[src/rtl/z80_bus_cycle_ctl_if.sv]
// Bus bundle between the Z80 core/fabric side (master) and the bus-cycle
// controller (slave). Clock and reset stay outside as plain ports.
interface z80_bus_cycle_ctl_if;
    logic        clk_enable;
    logic        m1_n;
    logic        mreq_n;
    logic        iorq_n;
    logic        rd_n;
    logic        wr_n;
    logic        rfsh_n;
    logic [15:0] A;
    logic        ext_wait_n;
    logic [7:0]  mem_di;
    logic [7:0]  io_di;
    logic [7:0]  im2_vec;
    logic        wait_n;
    logic [7:0]  cpu_di;
    logic        cyc_start;
    logic [2:0]  cyc_type;
    logic [15:0] cyc_addr;

    modport master (
        output clk_enable, m1_n, mreq_n, iorq_n, rd_n, wr_n, rfsh_n, A,
               ext_wait_n, mem_di, io_di, im2_vec,
        input  wait_n, cpu_di, cyc_start, cyc_type, cyc_addr
    );

    modport slave (
        input  clk_enable, m1_n, mreq_n, iorq_n, rd_n, wr_n, rfsh_n, A,
               ext_wait_n, mem_di, io_di, im2_vec,
        output wait_n, cpu_di, cyc_start, cyc_type, cyc_addr
    );
endinterface

[src/rtl/z80_bus_cycle_ctl.sv]
// Z80 bus-cycle controller: classifies each CPU bus cycle on a clock-enable
// tick, latches its address, pulses a start strobe, inserts per-class wait
// states (stretched by an external wait request) and steers the CPU data bus.
module z80_bus_cycle_ctl #(
    parameter int unsigned MEM_WAITS  = 0,
    parameter int unsigned M1_WAITS   = 0,
    parameter int unsigned IO_WAITS   = 1,
    parameter int unsigned INTA_WAITS = 2,
    parameter logic [7:0]  FLOAT_BUS  = 8'hFF
) (
    input logic               clk,
    input logic               reset,
    z80_bus_cycle_ctl_if.slave bus
);

    localparam logic [1:0] ST_IDLE = 2'd0;
    localparam logic [1:0] ST_WAIT = 2'd1;
    localparam logic [1:0] ST_RUN  = 2'd2;

    localparam logic [2:0] CY_IDLE  = 3'd0;
    localparam logic [2:0] CY_FETCH = 3'd1;
    localparam logic [2:0] CY_MRD   = 3'd2;
    localparam logic [2:0] CY_MWR   = 3'd3;
    localparam logic [2:0] CY_IORD  = 3'd4;
    localparam logic [2:0] CY_IOWR  = 3'd5;
    localparam logic [2:0] CY_INTA  = 3'd6;
    localparam logic [2:0] CY_RFSH  = 3'd7;

    localparam logic [3:0] MEM_W  = 4'(MEM_WAITS);
    localparam logic [3:0] M1_W   = 4'(M1_WAITS);
    localparam logic [3:0] IO_W   = 4'(IO_WAITS);
    localparam logic [3:0] INTA_W = 4'(INTA_WAITS);

    logic [1:0]  state;
    logic [3:0]  wait_cnt;
    logic        cyc_start_q;
    logic [2:0]  cyc_type_q;
    logic [15:0] cyc_addr_q;
    logic        active;
    logic [2:0]  cls_type;
    logic [3:0]  cls_waits;

    assign active = (!bus.mreq_n && (!bus.rd_n || !bus.wr_n || !bus.rfsh_n)) || !bus.iorq_n;

    // Classify the current bus strobes into a cycle type and its wait count.
    always_comb begin
        cls_type  = CY_MWR;
        cls_waits = MEM_W;
        if (!bus.rfsh_n) begin
            cls_type  = CY_RFSH;
            cls_waits = '0;
        end else if (!bus.iorq_n && !bus.m1_n) begin
            cls_type  = CY_INTA;
            cls_waits = INTA_W;
        end else if (!bus.iorq_n) begin
            cls_type  = bus.rd_n ? CY_IOWR : CY_IORD;
            cls_waits = IO_W;
        end else if (!bus.m1_n) begin
            cls_type  = CY_FETCH;
            cls_waits = M1_W;
        end else if (!bus.rd_n) begin
            cls_type  = CY_MRD;
            cls_waits = MEM_W;
        end
    end

    // Cycle FSM, wait counter and start-of-cycle latches, advanced on ticks only.
    always_ff @(posedge clk or posedge reset) begin
        if (reset) begin
            state       <= ST_IDLE;
            wait_cnt    <= '0;
            cyc_start_q <= 1'b0;
            cyc_type_q  <= CY_IDLE;
            cyc_addr_q  <= '0;
        end else begin
            cyc_start_q <= 1'b0;
            if (bus.clk_enable) begin
                case (state)
                    ST_IDLE: begin
                        if (active) begin
                            state       <= ST_WAIT;
                            wait_cnt    <= cls_waits;
                            cyc_type_q  <= cls_type;
                            cyc_addr_q  <= bus.A;
                            cyc_start_q <= 1'b1;
                        end
                    end
                    ST_WAIT: begin
                        if (wait_cnt != '0) begin
                            wait_cnt <= wait_cnt - 4'd1;
                        end else if (bus.ext_wait_n) begin
                            state <= ST_RUN;
                        end
                    end
                    ST_RUN: begin
                        if (!active) begin
                            state      <= ST_IDLE;
                            cyc_type_q <= CY_IDLE;
                        end
                    end
                    default: state <= ST_IDLE;
                endcase
            end
        end
    end

    // CPU data-in steering by latched cycle type and live read strobe.
    always_comb begin
        bus.cpu_di = FLOAT_BUS;
        if ((cyc_type_q == CY_FETCH || cyc_type_q == CY_MRD) && !bus.rd_n) begin
            bus.cpu_di = bus.mem_di;
        end else if (cyc_type_q == CY_IORD && !bus.rd_n) begin
            bus.cpu_di = bus.io_di;
        end else if (cyc_type_q == CY_INTA) begin
            bus.cpu_di = bus.im2_vec;
        end
    end

    assign bus.wait_n = !((state == ST_WAIT && wait_cnt != '0) ||
                          ((state == ST_WAIT || state == ST_RUN) && !bus.ext_wait_n));
    assign bus.cyc_start = cyc_start_q;
    assign bus.cyc_type  = cyc_type_q;
    assign bus.cyc_addr  = cyc_addr_q;

endmodule
[src/flat_wrapper.sv]
// flat-port wrapper written by rule: the top's interface ports become plain ports
module z80_bus_cycle_ctl_flat 
#(
    parameter int unsigned MEM_WAITS  = 0,
    parameter int unsigned M1_WAITS   = 0,
    parameter int unsigned IO_WAITS   = 1,
    parameter int unsigned INTA_WAITS = 2,
    parameter logic [7:0]  FLOAT_BUS  = 8'hFF
)
  (clk, reset, bus_clk_enable, bus_m1_n, bus_mreq_n, bus_iorq_n, bus_rd_n, bus_wr_n, bus_rfsh_n, bus_A, bus_ext_wait_n, bus_mem_di, bus_io_di, bus_im2_vec, bus_wait_n, bus_cpu_di, bus_cyc_start, bus_cyc_type, bus_cyc_addr);
  z80_bus_cycle_ctl_if bus_i ();
  input logic clk;
  input logic reset;
  input wire logic [$bits(bus_i.clk_enable)-1:0] bus_clk_enable;
  input wire logic [$bits(bus_i.m1_n)-1:0] bus_m1_n;
  input wire logic [$bits(bus_i.mreq_n)-1:0] bus_mreq_n;
  input wire logic [$bits(bus_i.iorq_n)-1:0] bus_iorq_n;
  input wire logic [$bits(bus_i.rd_n)-1:0] bus_rd_n;
  input wire logic [$bits(bus_i.wr_n)-1:0] bus_wr_n;
  input wire logic [$bits(bus_i.rfsh_n)-1:0] bus_rfsh_n;
  input wire logic [$bits(bus_i.A)-1:0] bus_A;
  input wire logic [$bits(bus_i.ext_wait_n)-1:0] bus_ext_wait_n;
  input wire logic [$bits(bus_i.mem_di)-1:0] bus_mem_di;
  input wire logic [$bits(bus_i.io_di)-1:0] bus_io_di;
  input wire logic [$bits(bus_i.im2_vec)-1:0] bus_im2_vec;
  output wire logic [$bits(bus_i.wait_n)-1:0] bus_wait_n;
  output wire logic [$bits(bus_i.cpu_di)-1:0] bus_cpu_di;
  output wire logic [$bits(bus_i.cyc_start)-1:0] bus_cyc_start;
  output wire logic [$bits(bus_i.cyc_type)-1:0] bus_cyc_type;
  output wire logic [$bits(bus_i.cyc_addr)-1:0] bus_cyc_addr;
  assign bus_i.clk_enable = bus_clk_enable;
  assign bus_i.m1_n = bus_m1_n;
  assign bus_i.mreq_n = bus_mreq_n;
  assign bus_i.iorq_n = bus_iorq_n;
  assign bus_i.rd_n = bus_rd_n;
  assign bus_i.wr_n = bus_wr_n;
  assign bus_i.rfsh_n = bus_rfsh_n;
  assign bus_i.A = bus_A;
  assign bus_i.ext_wait_n = bus_ext_wait_n;
  assign bus_i.mem_di = bus_mem_di;
  assign bus_i.io_di = bus_io_di;
  assign bus_i.im2_vec = bus_im2_vec;
  assign bus_wait_n = bus_i.wait_n;
  assign bus_cpu_di = bus_i.cpu_di;
  assign bus_cyc_start = bus_i.cyc_start;
  assign bus_cyc_type = bus_i.cyc_type;
  assign bus_cyc_addr = bus_i.cyc_addr;
  z80_bus_cycle_ctl #(.MEM_WAITS(MEM_WAITS), .M1_WAITS(M1_WAITS), .IO_WAITS(IO_WAITS), .INTA_WAITS(INTA_WAITS), .FLOAT_BUS(FLOAT_BUS)) u_core (.clk(clk), .reset(reset), .bus(bus_i));
endmodule
[config.mk]
export PLATFORM = sky130hd
export DESIGN_NAME = z80_bus_cycle_ctl_flat
export DESIGN_NICKNAME = d
export VERILOG_FILES = /design/src/rtl/z80_bus_cycle_ctl_if.sv /design/src/rtl/z80_bus_cycle_ctl.sv /design/src/flat_wrapper.sv
export SDC_FILE = /design/constraint.sdc
export NUM_CORES = 1
export LEC_CHECK = 0
export CAP_MARGIN = 25
export CORE_ASPECT_RATIO = 1.2
export CORE_UTILIZATION = 25
export DETAILED_ROUTE_END_ITERATION = 8
export RECOVER_POWER = 100
export REMOVE_ABC_BUFFERS = 1
export SETUP_SLACK_MARGIN = 0.1
export SYNTH_ARGS = -nofsm -noshare
export SYNTH_HDL_FRONTEND = slang
export SYNTH_SLANG_ARGS = --single-unit
[constraint.sdc]
create_clock -name clk -period 4.2 [get_ports clk]
set_input_delay 0.84 -clock clk [delete_from_list [all_inputs] [get_ports clk]]
set_output_delay 0.84 -clock clk [all_outputs]
set_load 0.1 [all_outputs]
* Word level (Yosys, flattened, before mapping) *
Cells that the tools add are included.
W data, S select, Z words.

storage, ports and cells
  register bits = 26
  output and inout port bits = 29
  logic and storage cells = 71
  bits of input ports = 50

cells by class
  reduce and logical (&&, ||, !) cells = 28
  add/subtract/negate cells = 1
  muxes and demuxes = 26
  equal/unequal tests = 11

operators with widths
  kind                   number
  $mux W8                3
  $mux W3                6
  $mux W4                4
  $logic_not A1 Y1       8
  $mux W2                4
  $pmux W4 S2            1
  $reduce_and A4 Y1      2
  $eq A3 B3 Y1 const B   2
  $logic_and A1 B1 Y1    6
  $logic_or A1 B1 Y1     6
  $mux W1                6
  $ne A2 B2 Y1 const B   3
  $pmux W2 S3            1
  $pmux W3 S2            1
  $reduce_and A5 Y1      1
  $ne A2 B1 Y1 const B   2
  $reduce_bool A2 Y1     2
  $reduce_bool A4 Y1     1
  $sub A4 B1 Y4 const B  1
  $eq A3 B1 Y1 const B   1
  $eq A3 B2 Y1 const B   1
  $reduce_and A3 Y1      1
  $eq A2 B1 Y1 const B   1
  $eq A2 B2 Y1 const B   1
  $logic_not A2 Y1       1

* Depth between registers and ports, before layout *
  depth in word-level cells = 8
  mapped depth = 7
  mapped depth without buffers = 6

* Worst setup path before layout *
Ideal clock, no wire load.

  kind = register to output
  start = reg u_core.cyc_type_q[1], in the netlist u_core.bus.cyc_type[1]
  end = out bus_cpu_di[0]
  stages on the path, launching flop included = 5
  slack = 0.568 ns
  data arrival time = 2.792 ns
  data required time = 3.360 ns
  path buffers = 1
  cells stage by stage = dfrtp_1 -> or4b_1 -> clkbuf_1 -> o22ai_1 -> nor2_1

on the way
  word-level cells in the longest chain between the ends = 4
  elaborated cells on any way between the ends = 10
  those cells by class = eq/ne: 4; mux: 3; reduce/logical: 3

ends and longest elaborated chain
  item                                            RTL line                                            RTL
  start: declaration                              z80_bus_cycle_ctl.sv:37                             logic [2:0] cyc_type_q;
  start signal: assignment                        z80_bus_cycle_ctl.sv:83                             cyc_type_q <= cls_type;
  $eq A3 B3 Y1 (tied with other cells)            z80_bus_cycle_ctl.sv:114                            end else if (cyc_type_q == CY_INTA) begin
  $mux W8 (tied with other cells)                 z80_bus_cycle_ctl.sv:114
  $mux W8 or $logic_and A1 B1 Y1 (tied branches)  z80_bus_cycle_ctl.sv:112, z80_bus_cycle_ctl.sv:110
  $mux W8 (*)                                     z80_bus_cycle_ctl.sv:110                            if ((cyc_type_q == CY_FETCH || cyc_type_q == CY_MRD) && !bus.rd_n) begin
  end: declaration                                flat_wrapper.sv:27                                  output wire logic [$bits(bus_i.cpu_di)-1:0] bus_cpu_di;

Mark *: on every way between the ends. The rest lies on a longest branch, timed or not.

* Worst setup path in the final report *
  start = in bus_rd_n
  end = out bus_cpu_di[0]

on the way
  word-level cells in the longest chain between the ends = 4
  elaborated cells on any way between the ends = 5
  those cells by class = mux: 2; reduce/logical: 3

ends and longest elaborated chain
  item                  RTL line                                            RTL
  start: declaration    flat_wrapper.sv:18                                  input wire logic [$bits(bus_i.rd_n)-1:0] bus_rd_n;
  $logic_not A1 Y1 (*)  z80_bus_cycle_ctl.sv:110, z80_bus_cycle_ctl.sv:112
  $logic_and A1 B1 Y1   z80_bus_cycle_ctl.sv:112                            end else if (cyc_type_q == CY_IORD && !bus.rd_n) begin
  $mux W8               z80_bus_cycle_ctl.sv:112
  $mux W8 (*)           z80_bus_cycle_ctl.sv:110

Marks and branches as above.

==> results_dict.tcl <==
set metrics [dict create \
    outcome "complete, no violations" \
    first_pass_iters 4 \
    cp_cell_sequence "clkdlybuf4s50_1 -> or4b_1 -> o22ai_1 -> nor2_1 -> clkbuf_2" \
    cts_setup_buffers 0 \
    hold_class "flop to flop" \
    ys_ff_latch 26 \
    cp_slowest_cell "or4b_1" \
    clock.fmax_mhz 288 \
    cts_hold_buffers 0 \
    diodes 0 \
    synth.most_common_cell "dfrtp_1" \
    ys_seq_area_frac 0.436 \
    busiest_layer "met2" \
    design_area_um2 2330 \
    synth_edf_count 0 \
    fp.dieArea_um2 6280 \
    via_count 1351 \
    track_usage 0.122 \
    hp-start "u_core.bus.cyc_addr[10]" \
    yosysWarnings 0 \
    worst-path-max-fanout 8 \
    netlist_instances 139 \
    critPathArrivalTime_ps 2630 \
    fin_nets 275 \
    synth_commonest_cells "dfrtp_1 (26), nor2_1 (19), mux2_2 (9)" \
    syn_avg_cell_area_um2 10.7 \
    clk_pin_slew_worst_paths_ps 90 \
    cts_sinks 26 \
    hpwlAfterDp_um 2960 \
    fp-row-count 30 \
    synthArstFlopShare 1.00 \
    cts_buffer_depth 2 \
    setup_violations 0 \
    synthDistinctLibCells 36 \
    clk-insertion-delay-late_ps 260 \
    ioPinCount 79 \
    cp-end-kind "primary output" \
    core_area_um2 5710 \
    cts.repair.resized 0 \
    post-route-period-util 0.827 \
    fin_crit_ps 3470 \
    io_buffers 78 \
    syn_area_um2 1490 \
    drt_iter0_drc 50 \
    gp_congestion 0.774 \
    nFillCells 589 \
    grt.overflow.total 0 \
    vias_per_cell 4.55 \
    numCtsBuffers 3 \
    groute.layer.met1.usage 0.132 \
    hold_ws_ps 491 \
    path_buf_inv 2 \
    area_growth_pct 56.0 \
    start_util 0.261 \
    reg2reg_slack_ps 2270 \
    drive_gt1_frac 0.115 \
    tritoncts "done" \
    routedWlPerCell_um 12.5 \
    synth-main-ff-cell "dfrtp_1" \
    rsz0062_at_grt "no" \
    die_x_um 72.5 \
    max_stage_delay_ps 700 \
    whs_path_depth 1 \
    routed_wl_um 3700 \
    die_h_um 86.6 \
    r2r_cells 5 \
    hold_end "u_core.bus.cyc_addr[10]" \
    grt_use_met2 0.234 \
    postRouteAntennaNets 0 \
    worst_pin_slew_ps 1160 \
    final_hold_viol_count 0 \
    grt_max_degree 19 \
    use_met3 0.0267 \
    r2r-end "u_core.bus.cyc_addr[2]" \
    antenna_found_initial 0 \
    yosys.area.top_type_share 0.436 \
    grt_pass1_vias 1362 \
    cap_violations 0 \
    synth_top_area_cell "dfrtp_1" \
    path_class "input port to primary output" \
    multi_input_area_um2 736 \
    relSlewSlack 0.232 \
    grt_pass1_wl_um 6070 \
    maxSlewViolCount 0 \
    synthTopCellsByArea "dfrtp_1 (44%), mux2_4 (8.1%), mux2_2 (6.8%)" \
    dpl_cell_area_um2 2350 \
    cts_root_buf "clkbuf_8" \
    clock_skew_ps 2.79 \
    htree_levels 1 \
    startpoint_type "input port" \
    post-route-drc-count 0 \
    seqCellArea_um2 651 \
    path_delay_family "buffers and inverters" \
    required_ps 3360 \
    rr_startpoint "u_core.state[0]" \
    setup_tns_ps 0 \
]
## routing by layer
layer / vias up / wire length (um)
li1: 655 / -
met1: 641 / 1490
met2: 53 / 1850
met3: 2 / 347
met4: 0 / 19
met5: - / 0
## cell families (layout without fill, tap and decap cells)
group / Yosys count / count (layout) / share of synthesized area
AOI/OAI and AO/OA: 31 / 31 / 0.161
adders and majority gates: 7 / 7 / 0.0587
muxes: 19 / 19 / 0.162
xor gates and xnor gates: 1 / 1 / 0.00587
and+or+nand+nor: 42 / 42 / 0.135
buffers and inverters: 13 / 91 / 0.0411
DFF: 26 / 26 / 0.436
## worst max path at each step
| stage | start | end | slack (ps) | cells past startpoint |
|---|---|---|---|---|
| after floorplan | u_core.bus.cyc_type[1] | bus_cpu_di[0] | 680 | 4 |
| after detailed placement | bus_rd_n | bus_cpu_di[0] | 830 | 5 |
| after global placement | bus_rd_n | bus_cpu_di[0] | 860 | 5 |
| final | bus_rd_n | bus_cpu_di[0] | 730 | 5 |
| after global routing | bus_rd_n | bus_cpu_di[1] | 620 | 5 |
| after CTS | bus_rd_n | bus_cpu_di[0] | 830 | 5 |
## final cells by class
cell class / count / area share
Multi-Input combinational cell: 100 / 0.316
Sequential cell: 26 / 0.280
Clock buffer: 3 / 0.0178
Timing Repair Buffer: 79 / 0.317
Tap cell: 80 / 0.0430
Clock inverter: 1 / 0.0129
Inverter: 8 / 0.0129
## metrics by stage
step            util  setup slack, ps  cells
4_1_cts        0.424              826    297
3_5_place_dp   0.411              834    293
2_1_floorplan      -              680    134
3_3_place_gp   0.406              861    292
6_report       0.408              726    297
5_1_grt        0.408              622    297
## sequential cells by signal (all words and copies together), names as in the netlist
signal,cells
u_core.bus.cyc_start,1
u_core.bus.cyc_addr,16
u_core.wait_cnt,4
u_core.state,2
u_core.bus.cyc_type,3
## placed cells by master, fill, tap and decap left out, types with 4 or more instances in the layout
cell	Yosys	final
dfrtp_1	26	26
dlygate4sd3_1	0	23
clkdlybuf4s50_1	0	46
o22ai_1	8	8
clkbuf_2	0	8
ha_1	7	7
mux2_1	0	8
inv_1	8	8
mux2_2	9	9
nor2_1	19	19
a21oi_1	4	4
a31oi_1	4	4
nand2_1	8	8
Power is not shown: default switching activity piles up to over one toggle a cycle in this logic, so the estimate is an artifact.
